$ cat src/rtl/game_master_pkg.sv
// Shared definitions for the torpedo game round controller: state encoding
// and the minimum dwell in END before a new round may start.
package game_master_pkg;

    typedef enum logic [2:0] {
        ST_START  = 3'd0,
        ST_AIM    = 3'd1,
        ST_SHOOT  = 3'd2,
        ST_RELOAD = 3'd3,
        ST_END    = 3'd4
    } state_e;

    // END holds until the counter reaches this value and the timer is idle.
    localparam int unsigned END_MIN_CYCLES = 2;
    localparam int unsigned END_CNT_W      = 2;

endpackage

$ cat src/rtl/game_score_counter.sv
// Saturating score accumulator.
// Ports: clk/rst_n (async active-low), clear_i (sync clear, wins over en_i),
// en_i (credit hits this cycle), hits_i/mask_i (hits counted where both set),
// score_o (registered, saturates at all-ones).
module game_score_counter #(
    parameter int unsigned N_HITS  = 2,
    parameter int unsigned SCORE_W = 8
) (
    input  logic               clk,
    input  logic               rst_n,
    input  logic               clear_i,
    input  logic               en_i,
    input  logic [N_HITS-1:0]  hits_i,
    input  logic [N_HITS-1:0]  mask_i,
    output logic [SCORE_W-1:0] score_o
);

    localparam int unsigned CNT_W = $clog2(N_HITS + 1);
    localparam int unsigned SUM_W = SCORE_W + CNT_W;

    logic [SCORE_W-1:0] score_q, score_d;
    logic [CNT_W-1:0]   cnt_c;
    logic [SUM_W-1:0]   sum_c;

    // Population count of the masked hit vector.
    always_comb begin
        cnt_c = '0;
        for (int unsigned i = 0; i < N_HITS; i++) begin
            cnt_c = cnt_c + CNT_W'(hits_i[i] & mask_i[i]);
        end
    end

    assign sum_c = SUM_W'(score_q) + SUM_W'(cnt_c);

    // Clear overrides increment; any carry past SCORE_W saturates.
    always_comb begin
        score_d = score_q;
        if (clear_i) begin
            score_d = '0;
        end else if (en_i) begin
            score_d = (|sum_c[SUM_W-1:SCORE_W]) ? '1 : sum_c[SCORE_W-1:0];
        end
    end

    always_ff @(posedge clk or negedge rst_n) begin
        if (!rst_n) begin
            score_q <= '0;
        end else begin
            score_q <= score_d;
        end
    end

    assign score_o = score_q;

endmodule

$ cat src/rtl/game_master_fsm_multi.sv
// Round controller for the torpedo game: one torpedo, N_TARGETS targets,
// SHOTS_PER_ROUND shots per round, saturating score. All outputs registered.
// Inputs : clk, reset_n (async active-low), key (fire on rising edge),
//          score_clear, sprite_target_within_screen, sprite_torpedo_within_screen,
//          collision, end_of_game_timer_running.
// Outputs: target/torpedo sprite load and enable strobes, end_of_game_timer_start,
//          game_won, hit_mask, shots_left, score.
module game_master_fsm_multi
    import game_master_pkg::*;
#(
    parameter int unsigned N_TARGETS       = 2,
    parameter int unsigned SHOTS_PER_ROUND = 3,
    parameter int unsigned SHOT_W          = 4,
    parameter int unsigned SCORE_W         = 8
) (
    input  logic                 clk,
    input  logic                 reset_n,
    input  logic                 key,
    input  logic                 score_clear,
    input  logic [N_TARGETS-1:0] sprite_target_within_screen,
    input  logic                 sprite_torpedo_within_screen,
    input  logic [N_TARGETS-1:0] collision,
    input  logic                 end_of_game_timer_running,
    output logic [N_TARGETS-1:0] sprite_target_write_xy,
    output logic [N_TARGETS-1:0] sprite_target_write_dxy,
    output logic [N_TARGETS-1:0] sprite_target_enable_update,
    output logic                 sprite_torpedo_write_xy,
    output logic                 sprite_torpedo_write_dxy,
    output logic                 sprite_torpedo_enable_update,
    output logic                 end_of_game_timer_start,
    output logic                 game_won,
    output logic [N_TARGETS-1:0] hit_mask,
    output logic [SHOT_W-1:0]    shots_left,
    output logic [SCORE_W-1:0]   score
);

    state_e                 state_q, state_d;
    logic                   key_prev_q;
    logic [END_CNT_W-1:0]   end_cnt_q, end_cnt_d;
    logic [N_TARGETS-1:0]   hit_mask_q, hit_mask_d;
    logic [SHOT_W-1:0]      shots_q, shots_d;
    logic                   won_q, won_d;
    logic [N_TARGETS-1:0]   tgt_wxy_q, tgt_wxy_d;
    logic [N_TARGETS-1:0]   tgt_wdxy_q, tgt_wdxy_d;
    logic [N_TARGETS-1:0]   tgt_en_q, tgt_en_d;
    logic                   torp_wxy_q, torp_wxy_d;
    logic                   torp_wdxy_q, torp_wdxy_d;
    logic                   torp_en_q, torp_en_d;
    logic                   timer_start_q, timer_start_d;

    logic                   key_rise_c;
    logic [N_TARGETS-1:0]   live_c;
    logic [N_TARGETS-1:0]   new_hits_c;
    logic                   target_lost_c;
    logic                   score_en_c;

    assign key_rise_c    = key & ~key_prev_q;
    assign live_c        = ~hit_mask_q;
    assign new_hits_c    = collision & live_c;
    assign target_lost_c = |(~sprite_target_within_screen & live_c);
    assign score_en_c    = (state_q == ST_SHOOT);

    // Next-state, round bookkeeping and registered-output decisions.
    always_comb begin
        state_d       = state_q;
        end_cnt_d     = end_cnt_q;
        hit_mask_d    = hit_mask_q;
        shots_d       = shots_q;
        won_d         = won_q;
        tgt_wxy_d     = '0;
        tgt_wdxy_d    = '0;
        tgt_en_d      = '0;
        torp_wxy_d    = 1'b0;
        torp_wdxy_d   = 1'b0;
        torp_en_d     = 1'b0;
        timer_start_d = 1'b0;

        case (state_q)
            ST_START: begin
                tgt_wxy_d  = '1;
                tgt_wdxy_d = '1;
                torp_wxy_d = 1'b1;
                hit_mask_d = '0;
                shots_d    = SHOT_W'(SHOTS_PER_ROUND);
                won_d      = 1'b0;
                state_d    = ST_AIM;
            end
            ST_AIM: begin
                tgt_en_d = live_c;
                if (key_rise_c && (shots_q != '0)) begin
                    shots_d     = shots_q - SHOT_W'(1);
                    torp_wdxy_d = 1'b1;
                    state_d     = ST_SHOOT;
                end else if (target_lost_c) begin
                    state_d = ST_END;
                end
            end
            ST_SHOOT: begin
                tgt_en_d  = live_c;
                torp_en_d = 1'b1;
                if (|new_hits_c) begin
                    hit_mask_d = hit_mask_q | new_hits_c;
                    if (&hit_mask_d) begin
                        won_d   = 1'b1;
                        state_d = ST_END;
                    end else begin
                        state_d = ST_RELOAD;
                    end
                end else if (!sprite_torpedo_within_screen) begin
                    state_d = (shots_q == '0) ? ST_END : ST_RELOAD;
                end else if (target_lost_c) begin
                    state_d = ST_END;
                end
            end
            ST_RELOAD: begin
                torp_wxy_d = 1'b1;
                tgt_en_d   = live_c;
                state_d    = ST_AIM;
            end
            ST_END: begin
                if (end_cnt_q != END_CNT_W'(END_MIN_CYCLES)) begin
                    end_cnt_d = end_cnt_q + END_CNT_W'(1);
                end else if (!end_of_game_timer_running) begin
                    state_d = ST_START;
                end
            end
            default: begin
                state_d = ST_START;
            end
        endcase

        // Entering END from any other state: pulse the timer, restart dwell count.
        if ((state_d == ST_END) && (state_q != ST_END)) begin
            timer_start_d = 1'b1;
            end_cnt_d     = '0;
        end
    end

    always_ff @(posedge clk or negedge reset_n) begin
        if (!reset_n) begin
            state_q       <= ST_START;
            key_prev_q    <= 1'b0;
            end_cnt_q     <= '0;
            hit_mask_q    <= '0;
            shots_q       <= '0;
            won_q         <= 1'b0;
            tgt_wxy_q     <= '0;
            tgt_wdxy_q    <= '0;
            tgt_en_q      <= '0;
            torp_wxy_q    <= 1'b0;
            torp_wdxy_q   <= 1'b0;
            torp_en_q     <= 1'b0;
            timer_start_q <= 1'b0;
        end else begin
            state_q       <= state_d;
            key_prev_q    <= key;
            end_cnt_q     <= end_cnt_d;
            hit_mask_q    <= hit_mask_d;
            shots_q       <= shots_d;
            won_q         <= won_d;
            tgt_wxy_q     <= tgt_wxy_d;
            tgt_wdxy_q    <= tgt_wdxy_d;
            tgt_en_q      <= tgt_en_d;
            torp_wxy_q    <= torp_wxy_d;
            torp_wdxy_q   <= torp_wdxy_d;
            torp_en_q     <= torp_en_d;
            timer_start_q <= timer_start_d;
        end
    end

    // Only hits on live targets during a shot are credited.
    game_score_counter #(
        .N_HITS  (N_TARGETS),
        .SCORE_W (SCORE_W)
    ) u_score (
        .clk     (clk),
        .rst_n   (reset_n),
        .clear_i (score_clear),
        .en_i    (score_en_c),
        .hits_i  (collision),
        .mask_i  (live_c),
        .score_o (score)
    );

    assign sprite_target_write_xy       = tgt_wxy_q;
    assign sprite_target_write_dxy      = tgt_wdxy_q;
    assign sprite_target_enable_update  = tgt_en_q;
    assign sprite_torpedo_write_xy      = torp_wxy_q;
    assign sprite_torpedo_write_dxy     = torp_wdxy_q;
    assign sprite_torpedo_enable_update = torp_en_q;
    assign end_of_game_timer_start      = timer_start_q;
    assign game_won                     = won_q;
    assign hit_mask                     = hit_mask_q;
    assign shots_left                   = shots_q;

endmodule
$ cat config.mk
export PLATFORM = sky130hd
export DESIGN_NAME = game_master_fsm_multi
export DESIGN_NICKNAME = d
export VERILOG_FILES = /design/src/rtl/game_master_pkg.sv /design/src/rtl/game_score_counter.sv /design/src/rtl/game_master_fsm_multi.sv
export SDC_FILE = /design/constraint.sdc
export NUM_CORES = 1
export LEC_CHECK = 0
export CORE_MARGIN = 2
export CORE_UTILIZATION = 52
export DETAILED_ROUTE_END_ITERATION = 8
export GPL_TIMING_DRIVEN = 0
export PLACE_DENSITY_LB_ADDON = 0.12
export SLEW_MARGIN = 15
export SYNTH_ARGS = -nofsm -noshare
export SYNTH_HDL_FRONTEND = slang
export SYNTH_SLANG_ARGS = --single-unit
$ cat constraint.sdc
create_clock -name clk -period 4 [get_ports clk]
set_clock_uncertainty 0.05 [all_clocks]
set_input_delay 0.6 -clock clk [delete_from_list [all_inputs] [get_ports clk]]
set_output_delay 0.6 -clock clk [all_outputs]
set_load 0.02 [all_outputs]
# --- After elaboration in Yosys (flattened, before gate mapping) ---
# Index checks and enable logic that the tools add are counted.
op_classes:
  reduce_logical: 20
  n_mul: 0
  order_cmp: 0
  n_mux: 29
  add_sub_neg: 4
  eq_ne: 10
  div: 0
  n_shift: 0
  n_bitwise: 9
ops:
  columns: ["operator", "count"]
  rows:
  - ["$mux 3", 8]
  - ["$mux 8", 3]
  - ["$mux 2", 6]
  - ["$pmux 3 s4", 1]
  - ["$reduce_bool 2->1", 5]
  - ["$add 8x2->9", 1]
  - ["$pmux 4 s2", 1]
  - ["$reduce_and 2->1", 4]
  - ["$reduce_or 2->1", 4]
  - ["$mux 1", 7]
  - ["$eq 3x2->1 const B", 2]
  - ["$eq 3x3->1 const B", 2]
  - ["$and 2x2->2", 2]
  - ["$logic_not 4->1", 1]
  - ["$mux 4", 1]
  - ["$ne 2x1->1 const B", 2]
  - ["$ne 2x2->1 const B", 2]
  - ["$not 2->2", 2]
  - ["$pmux 2 s2", 1]
  - ["$reduce_bool 4->1", 1]
  - ["$sub 4x1->4 const B", 1]
  - ["$and 1x1->1", 3]
  - ["$eq 3x1->1 const B", 1]
  - ["$logic_not 3->1", 1]
  - ["other kinds (9)", 10]
totals:
  mem_bits_rw: 0
  in_bits: 10
  latchBits: 0
  mem_bits_ro: 0
  memories: 0
  regBits: 29

# --- Logic depth before layout (Yosys ltp) ---
depth:
  ltp_word: 11
  mapped_depth: 9
  ltp_nobuf: 9

# --- Cells and area by module ---
# A second synthesis with hierarchy kept.
hier_totals:
  hier_cells: 142
  hier_area_um2: 1493.9
by_module_without_submodules:
  columns: ["module", "n_inst", "cells_per_inst", "area_each_um2", "seq_area_each_um2"]
  rows:
  - ["game_master_fsm_multi", 1, 94, 1022.2, 500.5]
  - ["game_score_counter", 1, 48, 471.7, 200.2]

# --- Worst setup path before layout ---
# Ideal clock, no wire load.
synth_path:
  kind: "register to register"
  from: "register hit_mask_q[0] (netlist: hit_mask[0])"
  to: "register u_score.score_q[4] (netlist: u_score.score_o[4])"
  path_slack_ns: 1.483
  setup_ns: 0.119
  stages_incl_launch_ff: 10
  path_buffers: 0
  required_time_ns: 3.831
  arrival_ns: 2.348
  cell_sequence: "dfrtp_1 -> nand2b_1 -> ha_1 -> ha_1 -> inv_1 -> fa_1 -> nor4b_1 -> and3_1 -> a31oi_1 -> o21a_1"
synth_between:
  elab_chain_len: 8
synth_lines:
  columns: ["item", "line", "text"]
  rows:
  - ["start: declaration", "game_master_fsm_multi.sv:40", "logic [N_TARGETS-1:0] hit_mask_q, hit_mask_d;"]
  - ["start signal: assignment", "game_master_fsm_multi.sv:158", "hit_mask_q <= hit_mask_d;"]
  - ["$not 2->2 (*)", "game_master_fsm_multi.sv:58", "assign live_c = ~hit_mask_q;"]
  - ["$and 1x1->1 (*)", "game_score_counter.sv:29", "cnt_c = cnt_c + CNT_W'(hits_i[i] & mask_i[i]);"]
  - ["$add 2x2->2 (*)", "game_score_counter.sv:29", null]
  - ["$add 8x2->9 (*)", "game_score_counter.sv:33", "assign sum_c = SUM_W'(score_q) + SUM_W'(cnt_c);"]
  - ["$reduce_or 2->1", "game_score_counter.sv:41", "score_d = (|sum_c[SUM_W-1:SCORE_W]) ? '1 : sum_c[SCORE_W-1:0];"]
  - ["$mux 8 (*)", "game_score_counter.sv:41", null]
  - ["$mux 8 (*)", "game_score_counter.sv:40", "end else if (en_i) begin"]
  - ["$mux 8 (*)", "game_score_counter.sv:38", "if (clear_i) begin"]
  - ["end signal: assignment", "game_score_counter.sv:49", "score_q <= score_d;"]
  - ["end: declaration", "game_score_counter.sv:21", "logic [SCORE_W-1:0] score_q, score_d;"]
# Mark *: on every way between the ends. The rest lies on a longest branch, timed or not. The select of a mux whose other input is x is not followed.
# A chain may end at the register's enable or synchronous reset.

# --- Final worst setup path ---
layout_path:
  from: "input port collision[1]"
  to: "register u_score.score_q[4] (netlist: u_score.score_o[4])"
layout_between:
  elab_chain_len: 7
layout_lines:
  columns: ["item", "line", "text"]
  rows:
  - ["start: declaration", "game_master_fsm_multi.sv:22", "input logic [N_TARGETS-1:0] collision,"]
  - ["$and 1x1->1 (*)", "game_score_counter.sv:29", null]
  - ["$add 2x2->2 (*)", "game_score_counter.sv:29", null]
  - ["$add 8x2->9 (*)", "game_score_counter.sv:33", null]
  - ["$reduce_or 2->1", "game_score_counter.sv:41", null]
  - ["$mux 8 (*)", "game_score_counter.sv:41", null]
  - ["$mux 8 (*)", "game_score_counter.sv:40", null]
  - ["$mux 8 (*)", "game_score_counter.sv:38", null]
# Marked as above.

==> impl.org <==
** Clocking
- CTS Root Cell :: sky130_fd_sc_hd__clkbuf_4
- Max Root-Sink Buffers :: 2
- TritonCTS Sinks :: 28
- Hold buffer count at cts :: 0
- Setup fix buffers added after clock tree synthesis :: 0
- TritonCTS Buffers :: 3
- Clock Pin Slew Worst Setup and Hold Paths :: 150 ps
- TritonCTS clock tree :: done
- At the later pin of the worst-skew pair, clock insertion delay measures 330 ps.
- In this run, post-CTS repair resized a total of 0 instances.
- Htree depth :: 1

** Detailed routing
- The count of nets left with antenna violations once routing finished came out at 0.
- Summed over all layers, the routed wires come to 3.12 mm.
- In the routed design, unresolved DRC markers number 0.
- Via count :: 1191
- Total iterations of the first detailed-routing run :: 5
- Mean number of vias per cell :: 5.70
- Wire length per cell after detailed routing :: 14.9 um
- The detailed router finished its first iteration with 70 violations.

** Placement
- In this run, placement finished with an instance count of 205.
- Half-perimeter wire length of the detailed placement result :: 2.32 mm
- Once placement finished, the instance area stood at 0.00182 mm2.
- Port buffering added 34 buffers.
- The congestion estimate from routability-driven global placement came to 0.778.

** Setup path
- Ordered cell list for the critical path :: clkdlybuf4s50_1 -> nand2b_1 -> ha_1 -> ha_1 -> inv_1 -> fa_1 -> nor4b_1 -> and3_1 -> a31oi_1 -> o21a_1
- The worst setup path is of the in2reg kind.
- Worst stage delay on the critical path :: 580 ps
- The setup check on the worst reg-to-reg path leaves a slack of 1190 ps.
- STA classifies the critical path startpoint as an input pin.
- Total buffers and inverters traversed by the critical path :: 2
- STA classifies the critical path endpoint as a flop.
- Data arrives at the worst endpoint at 3190 ps.
- Required arrival time at the worst endpoint :: 4190 ps
- Reg-to-reg startpoint :: hit_mask[1]$_DFFE_PN0P_
- CP dominant cell by count :: sky130_fd_sc_hd__ha_1
- The worst register-to-register path has a depth of 9.
- The cell family contributing the most delay on the critical path is simple AND/OR/NAND/NOR gates.
- Among all stages on the critical path, the largest delay is contributed by sky130_fd_sc_hd__nor4b_1.
- Critical path peak fanout :: 4
- In this run the critical register-to-register path is captured at u_score.score_o[4]$_DFFE_PN0P_.

** Synth
- Of all flip-flops after synthesis, the portion carrying an async set or reset was 100%.
- Avg Synthesized Cell Area :: 10.3 um2
- Synthesis inferred 28 register bits.
- The most used flip-flop cell after synthesis is sky130_fd_sc_hd__dfrtp_1.
- The synthesized design contains 0 enable-type register cells.
- In this run the cell area of the synthesized design comes to 0.00145 mm2.
- Count of mapped cells out of synthesis :: 140
- The number of nets in the synthesized netlist is 157.
- Proportion of synthesized chip area in sequential cells :: 48.4%
- The number of different library cells used by synthesis comes to 42.
- Synth warn :: 0

** Run status
- The run finished with clean final reports.

** Pwr
- Clock Power Share :: 12.9%
- Internal power consumption :: 649 uW
- Sequential group share of total power :: 37.9%
- In this run the static leakage power is 0.000868 uW.
- Cell Pwr Density :: 578 mW/mm2
- Net switching is 39.6% of the power.
- Switch Pwr :: 425 uW
- IR analysis of the VDD net gives a maximum drop of 473 uV.
- Of the total power, combinational logic draws 49.2%.
- The design draws 1070 uW.

** Final layout
- After routing the design area is 0.00186 mm2.
- Commonest cells after routing, fill and taps aside :: sky130_fd_sc_hd__clkdlybuf4s50_1, sky130_fd_sc_hd__dfrtp_1, sky130_fd_sc_hd__nor2_1
- 0 antenna diodes ended up in the layout.
- Compared with the post-synthesis result, the final layout area differs by 28.3%.
- In the final layout, the share of cells above drive strength 1 is 8.99%.
- In the final design database the tool counted 196 nets.
- Final cell count without fillers :: 209
- Leading cell type in the layout, fill and taps excluded :: sky130_fd_sc_hd__clkdlybuf4s50_1

** Die
- Die boundary height :: 56.8 um
- For this design the top-level I/O count stands at 35.
- The region available for standard cell placement spans 0.00271 mm2.
- Starting density of the core :: 53.5%
- Row generation in the floorplan step produced 19 rows.
- Floorplan die width :: 56.8 um
- The floorplan step defined a die boundary enclosing 0.00322 mm2.

** Timing
- The max-slew violation count is 0.
- Maximum clock frequency :: 333 MHz
- Post-layout minimum cycle time :: 3000 ps
- For the final routed database, the setup TNS stands at 0 ps.
- Worst Max-Slew Pin Slew :: 880 ps
- Headroom to the max-slew limit came out at 40.9%.
- Number of endpoints failing setup at the final stage :: 0
- Crit share post-route :: 75.0%
- Setup repair after global routing missed its margin :: false
- Count of final hold-check violations :: 0

** Flow run
- Max-cap violations in this run came to 0.

** GRT
- Overall global routing resource usage :: 21.0%
- Number of antenna violations at the first check in global routing :: 0
- For this run the aggregate overflow at the end of global routing stands at 0.
- The number of global-route vias before repair is 1233.
- Entering global routing, the biggest net connects 29 pins.
- The first global-routing pass estimated 5.36 mm of wire.

** Hold path
- The min-delay analysis places its worst path in the category in2async.
-- metal layers --
metal	part of all wire [%]	GRT usage [%]	up-vias
met3	4.2	3.46	6
met2	53	38.4	43
li1	-	-	569
met4	2.0	8.31	0
met5	0	0	-
met1	41	24.1	573
-- final cells by class --
class | count | area [um2]
Buffer | 7 | 51.3
Inverter | 14 | 52.6
Tap cell | 31 | 38.8
Sequential cell | 28 | 701
Timing Repair Buffer | 34 | 335
Fill cell | 230 | 851
Clock buffer | 4 | 36.3
Multi-Input combinational cell | 91 | 644
-- power groups by stage --
stage / logic [uW] / registers (uW) / clock network (uW)
after floorplan: 263 / 465 / 0
after global placement: 511 / 407 / 0
after detailed placement: 528 / 413 / 0
after CTS: 534 / 408 / 140
after global routing: 579 / 419 / 151
final: 529 / 407 / 138
-- registers in the layout, summed over array words and instances (netlist names) --
| name | flops |
|---|---|
| hit_mask | 2 |
| sprite_torpedo_write_dxy | 1 |
| state_q | 3 |
| sprite_target_enable_update | 2 |
| game_won | 1 |
| shots_left | 4 |
| end_cnt_q | 2 |
| sprite_torpedo_write_xy | 1 |
| key_prev_q | 1 |
| sprite_torpedo_enable_update | 1 |
| u_score.score_o | 8 |
| end_of_game_timer_start | 1 |
| sprite_target_write_dxy | 1 |
-- per-stage QoR --
step           setup WS [ps]  util (%)  hold WS (ps)
3_5_place_dp             728      67.3           476
5_1_grt                  854      68.6           246
4_1_cts                 1090      68.6           233
2_1_floorplan           1480         -           254
3_3_place_gp             809      67.5           458
6_report                1000      68.6           208
-- synth_stat cells, drive strengths merged (2+ instances only) --
cell    number  area (um2)
dfrtp       28         701
nor2        17        63.8
inv         14        52.6
buf          7        51.3
nor3         7        35.0
ha           6        75.1
a31oi        5        31.3
mux2i        4        40.0
nand2        4        15.0
a211oi       3        22.5
a21oi        3        15.0
nand2b       3        18.8
nand3        3        15.0
nor3b        3        22.5
o21bai       3        22.5
o221ai       3        32.5
xor2         3        26.3
nand4        2        12.5
nor4b        2        17.5
o21ai        2        10.0
or3b         2        17.5
-- worst max path at each step --
stage                                  startpoint                             end  slack [ps]  cells after the start
after CTS                            collision[1]  u_score.score_o[4]$_DFFE_PN0P_        1090                     10
after floorplan           hit_mask[0]$_DFFE_PN0P_  u_score.score_o[4]$_DFFE_PN0P_        1480                      9
after global placement               collision[0]  u_score.score_o[4]$_DFFE_PN0P_         810                     10
after detailed placement             collision[1]  u_score.score_o[4]$_DFFE_PN0P_         730                     10
final                                collision[1]  u_score.score_o[4]$_DFFE_PN0P_        1000                     10
after global routing                 collision[0]  u_score.score_o[4]$_DFFE_PN0P_         850                     10
-- kinds of logic after synthesis --
kind of cell / count (synthesis) / synth area share [%]
and+or+nand+nor: 49 / 18.9
DFF: 28 / 48.4
AOI/OAI and AO/OA: 27 / 13.8
buffers and inverters: 21 / 7.17
adders and majority gates: 7 / 6.56
xor gates and xnor gates: 4 / 2.42
muxes: 4 / 2.76
Note: power is estimated with default switching activity, not from simulation.
